===== src/rtl/fp_pkg.sv =====
// Shared definitions for the floating-point normalizer.
//   M       : stored mantissa width (hidden bit excluded)
//   E       : biased exponent width
//   EXP_MAX : all-ones exponent (Inf/NaN encoding)
//   state_e : normalizer FSM states
package fp_pkg;

    localparam int unsigned M       = 10;
    localparam int unsigned E       = 5;
    localparam int unsigned EXP_MAX = (1 << E) - 1;

    typedef enum logic [1:0] {
        StIdle,
        StCheck,
        StShift,
        StDone
    } state_e;

endpackage


===== src/rtl/fp_normalizer.sv =====
// Normalizes a raw adder sum into a stored mantissa and biased exponent.
// A carry is absorbed with a single right shift. A missing hidden bit is
// recovered one left shift per cycle, flushing to zero when the exponent
// would drop below 1.
//
// Ports:
//   clk      : clock, rising edge
//   reset    : asynchronous active-low reset
//   set      : start request, sampled only while idle
//   in_mant  : raw sum, bit M+1 = carry, bit M = hidden position
//   in_exp   : raw biased exponent
//   in_sign  : raw sign
//   c        : normalized stored mantissa
//   c_exp    : normalized biased exponent
//   c_sign   : result sign
//   busy     : high whenever not idle
//   done     : one-cycle pulse, result valid
//   ovf      : overflow flag, held with the result
//   unf      : underflow/flush flag, held with the result
module fp_normalizer
    import fp_pkg::*;
#(
    parameter int unsigned M = fp_pkg::M,
    parameter int unsigned E = fp_pkg::E
) (
    input  logic         clk,
    input  logic         reset,
    input  logic         set,
    input  logic [M+1:0] in_mant,
    input  logic [E-1:0] in_exp,
    input  logic         in_sign,
    output logic [M-1:0] c,
    output logic [E-1:0] c_exp,
    output logic         c_sign,
    output logic         busy,
    output logic         done,
    output logic         ovf,
    output logic         unf
);

    localparam logic [E-1:0] ExpOnes = {E{1'b1}};
    localparam logic [E-1:0] ExpOvf  = {{(E-1){1'b1}}, 1'b0};
    localparam logic [E-1:0] ExpOne  = {{(E-1){1'b0}}, 1'b1};

    state_e       state_q, state_d;
    logic [M+1:0] mant_q, mant_d;
    logic [E-1:0] exp_q, exp_d;
    logic         sign_q, sign_d;
    logic [M-1:0] c_q, c_d;
    logic [E-1:0] c_exp_q, c_exp_d;
    logic         c_sign_q, c_sign_d;
    logic         ovf_q, ovf_d;
    logic         unf_q, unf_d;

    logic [M+1:0] mant_shl;
    logic [E-1:0] exp_dec;

    assign mant_shl = {mant_q[M:0], 1'b0};
    assign exp_dec  = exp_q - ExpOne;

    always_comb begin
        state_d  = state_q;
        mant_d   = mant_q;
        exp_d    = exp_q;
        sign_d   = sign_q;
        c_d      = c_q;
        c_exp_d  = c_exp_q;
        c_sign_d = c_sign_q;
        ovf_d    = ovf_q;
        unf_d    = unf_q;

        unique case (state_q)
            StIdle: begin
                if (set) begin
                    mant_d  = in_mant;
                    exp_d   = in_exp;
                    sign_d  = in_sign;
                    ovf_d   = 1'b0;
                    unf_d   = 1'b0;
                    state_d = StCheck;
                end
            end

            StCheck: begin
                c_sign_d = sign_q;
                state_d  = StDone;
                if (exp_q == ExpOnes) begin
                    // Inf/NaN pass through untouched
                    c_d     = mant_q[M-1:0];
                    c_exp_d = exp_q;
                end else if (mant_q == '0) begin
                    c_d     = '0;
                    c_exp_d = '0;
                end else if (mant_q[M+1] && (exp_q == ExpOvf)) begin
                    c_d     = '0;
                    c_exp_d = ExpOnes;
                    ovf_d   = 1'b1;
                end else if (mant_q[M+1]) begin
                    c_d     = mant_q[M:1];
                    c_exp_d = exp_q + ExpOne;
                end else if (mant_q[M]) begin
                    c_d     = mant_q[M-1:0];
                    c_exp_d = exp_q;
                end else begin
                    state_d = StShift;
                end
            end

            StShift: begin
                // Exponent 0 is treated like 1 so the decrement can never wrap.
                if (exp_q <= ExpOne) begin
                    c_d     = '0;
                    c_exp_d = '0;
                    unf_d   = 1'b1;
                    state_d = StDone;
                end else begin
                    mant_d = mant_shl;
                    exp_d  = exp_dec;
                    // Look ahead at the shifted value so the cycle that restores
                    // the hidden bit also commits the result.
                    if (mant_shl[M]) begin
                        c_d     = mant_shl[M-1:0];
                        c_exp_d = exp_dec;
                        state_d = StDone;
                    end
                end
            end

            StDone: begin
                state_d = StIdle;
            end

            default: begin
                state_d = StIdle;
            end
        endcase
    end

    always_ff @(posedge clk or negedge reset) begin
        if (!reset) begin
            state_q  <= StIdle;
            mant_q   <= '0;
            exp_q    <= '0;
            sign_q   <= 1'b0;
            c_q      <= '0;
            c_exp_q  <= '0;
            c_sign_q <= 1'b0;
            ovf_q    <= 1'b0;
            unf_q    <= 1'b0;
        end else begin
            state_q  <= state_d;
            mant_q   <= mant_d;
            exp_q    <= exp_d;
            sign_q   <= sign_d;
            c_q      <= c_d;
            c_exp_q  <= c_exp_d;
            c_sign_q <= c_sign_d;
            ovf_q    <= ovf_d;
            unf_q    <= unf_d;
        end
    end

    assign c      = c_q;
    assign c_exp  = c_exp_q;
    assign c_sign = c_sign_q;
    assign ovf    = ovf_q;
    assign unf    = unf_q;
    assign busy   = (state_q != StIdle);
    assign done   = (state_q == StDone);

endmodule

===== config.mk =====
export PLATFORM = sky130hd
export DESIGN_NAME = fp_normalizer
export DESIGN_NICKNAME = d
export VERILOG_FILES = /design/src/rtl/fp_pkg.sv /design/src/rtl/fp_normalizer.sv
export SDC_FILE = /design/constraint.sdc
export NUM_CORES = 1
export LEC_CHECK = 0
export ABC_AREA = 1
export CORE_MARGIN = 2
export CORE_UTILIZATION = 35
export CTS_BUF_LIST = sky130_fd_sc_hd__clkbuf_4
export DETAILED_ROUTE_END_ITERATION = 6
export PLACE_DENSITY = 0.63
export SYNTH_ARGS = -nofsm -noshare
export SYNTH_HDL_FRONTEND = slang
export SYNTH_SLANG_ARGS = --single-unit

===== constraint.sdc =====
create_clock -name clk -period 2.2 [get_ports clk]
set_clock_uncertainty 0.2 [all_clocks]
set_input_delay 0.22 -clock clk [delete_from_list [all_inputs] [get_ports clk]]
set_output_delay 0.22 -clock clk [all_outputs]
set_load 0.02 [all_outputs]

==> reports/results.ini <==
[timing]
whs_ns = 0.09741
slew_headroom_pct = 73.61
fin_crit_sh_pct = 93.79
max_freq_ghz = 0.4846
worst_pin_slew_ns = 0.3959
drv_slew = 0
setup_viol = 0
setup_ws_ns = 0.1365
fin_crit_ns = 2.063
tns_ns = 0
rsz0062_at_grt = false
final_hold_viol_count = 0

[grt]
gr-total-overflow = 0
grt_pass1_vias = 2498
track_usage_pct = 17.24
grt_first_pass_wirelength_um = 11850
grt_max_degree = 38
antenna_found_initial = 0

[final_layout]
final_area_sq_um = 3348
final_cells = 522
layout-drive-gt1-share_pct = 14.76
n_antenna_cell = 0
final_nets = 450
syn_to_final_growth_pct = 23.20

[detailed_routing]
vias_per_cell = 4.722
detail-route-antenna-nets = 0
wl_per_cell_um = 12.81
drt_iter0_markers = 115
vias = 2465
drc_errors = 0
wl_um = 6689
first_pass_iters = 5

[synthesis]
synth-seq-cells = 38
synth.top_cells.by_count = nand2_1, dfrtp_1, o21ai_0
synthFlopType = dfrtp_1
synthCells = 373
synth_warnings = 0
synth_area_sq_um = 2718
synthTopCellsByArea = dfrtp_1, nand2_1, a31oi_4
synth_cell_types = 30
netlist.area_leader.share_pct = 34.99
syn-num-nets = 404
synth_largest_area_cell = dfrtp_1
ys_seq_area_share_pct = 34.99
synth.avg_cell_area_sq_um = 7.286
synth.most_common_cell = nand2_1
synth_enable_flop_cells = 0
synth-async-reset-ratio_pct = 100.0

[min_path]
hold_class = in -> async

[worst_setup_path]
r2r_setup_slack_ns = 0.14
worst-setup-path-type = reg -> reg
crit_path_start_kind = flop
crit_required_ns = 2.25
r2r_cells = 12
cp.arrival_ns = 2.11
critPathLaunch = exp_q[0]$_DFFE_PN0P_
timing.rr.end = c[5]$_DFFE_PN0P_
cp_max_fo = 12
end_kind = flop
timing.rr.start = exp_q[0]$_DFFE_PN0P_

[clocking]
cts_tree = built
cts_sinks = 38
clk_path_buf_depth = 2
worstSkewPairLatency_ns = 0.35
cts_buffers = 5
path_clk_slew_ns = 0.12
cts_root_buf = clkbuf_4
htreeDepth = 2

[power]
clock_power_share_pct = 8.5
cellPowerDensity_nw_per_um2 = 1703
p_sw_mw = 2.871
p_leak_nw = 1.616
p_int_mw = 2.830
p_seq_share_pct = 24.4
combinationalPowerShare_pct = 67.2
swShare_pct = 50.36
ir_drop_uv = 544.1

[place]
place_inst = 512
dpl_cell_area_sq_um = 3239
pre_cts_slack_ns = -0.08582
gp_congestion = 0.8421
dp_hpwl_um = 5004
io_buffer_count = 40

[floorplan]
die_w_um = 92.12
fp.dieH_um = 92.12
dieArea_sq_um = 8485
start_util_pct = 35.72
rows = 32
ioPinCount = 41
core_sq_um = 7607

[run]
maxCapViolations = 0

[status]
outcome = completed

-- sequential cells by signal, summed over array words and instances, names as in the netlist --
name,count
c_sign,1
mant_q,12
c_exp,5
exp_q,5
c,10
unf,1
state_q,2
sign_q,1
ovf,1
-- power by group through the flow --
stage               Clock (mW)  Sequential, mW  Combinational, mW
finish                   0.482            1.39               3.83
global route             0.524            1.44               4.36
CTS                      0.501            1.39               3.82
detailed placement           0            1.41               3.80
global placement             0            1.40               3.73
floorplan                    0            1.49               2.73
-- metal layers --
layer	routed length [um]	GRT usage, %	vias to the layer above
met3	277	3.451	9
met4	95	5.348	0
li1	-	-	1279
met2	3069	27.21	60
met1	3246	23.80	1117
met5	0	0	-
-- kinds of logic (layout without fill, tap and decap cells) --
kind of cell	count (synthesis)	in the layout	share of synthesized area (%)
AO/OA/AOI/OAI	65	65	17.77
flip-flops	38	38	34.99
adder cells (fa/ha/maj)	10	10	4.604
XOR/XNOR	3	3	0.9670
multiplexers	1	1	0.4143
AND/OR/NAND/NOR	203	203	31.54
buffers and inverters	53	100	9.714
-- cell usage in the layout (no fill, tap or decap), drive strengths merged, types with 2 or more instances in the layout --
cell type	n
clkdlybuf4s50	38
a21oi	7
ha	10
nor2	33
clkinv	2
nand2	147
buf	18
a31oi	9
xor2	3
inv	34
clkbuf	5
nand3	21
o21ai	46
a21boi	2
dfrtp	38
-- layout make-up --
class,count,area [sq um]
inverters,34,135.1
flip-flops and latches,38,952.2
clock inverters,3,40.04
fillers,793,4259
clock buffers,5,37.54
repair buffers,58,548.0
well taps,102,127.6
multi-input cells,282,1508
-- worst max path at each step --
stage	to	slack, ns	cells past startpoint
final	c[5]$_DFFE_PN0P_	0.14	12
after CTS	c[2]$_DFFE_PN0P_	0.02	12
after detailed placement	mant_q[4]$_DFFE_PN0P_	-0.09	8
after global routing	c_exp[3]$_DFFE_PN0P_	0.006	12
after global placement	mant_q[6]$_DFFE_PN0P_	0.06	7
after floorplan	c[5]$_DFFE_PN0P_	0.18	13
-- what timing repair did --
action                                  CTS  global route
cloned                                    0             0
hold buffers                              1             0
endpoints found under the hold margin    38             0
buffers inserted                          0             1
resized for setup                         2             5
endpoints found under the setup margin   14            25
-- per-stage QoR --
step | power (mW) | utilization [%]
2_1_floorplan | 4.222 | -
6_report | 5.701 | 44.01
4_1_cts | 5.719 | 43.75
3_5_place_dp | 5.210 | 42.58
5_1_grt | 6.325 | 44.01
3_3_place_gp | 5.124 | 42.58
-- worst max-delay path, stage by stage, from the launching register on --
cell and delay (ns):
dfrtp_2 0.47, ha_1 0.23, inv_1 0.06, nor2_1 0.04, ha_1 0.20, inv_2 0.08, nand2_1 0.09, nor2_2 0.14
nand2_2 0.08, nand2_4 0.12, inv_2 0.11, nand2_1 0.09, nand2_1 0.05
Power figures use the tool's default switching activity.
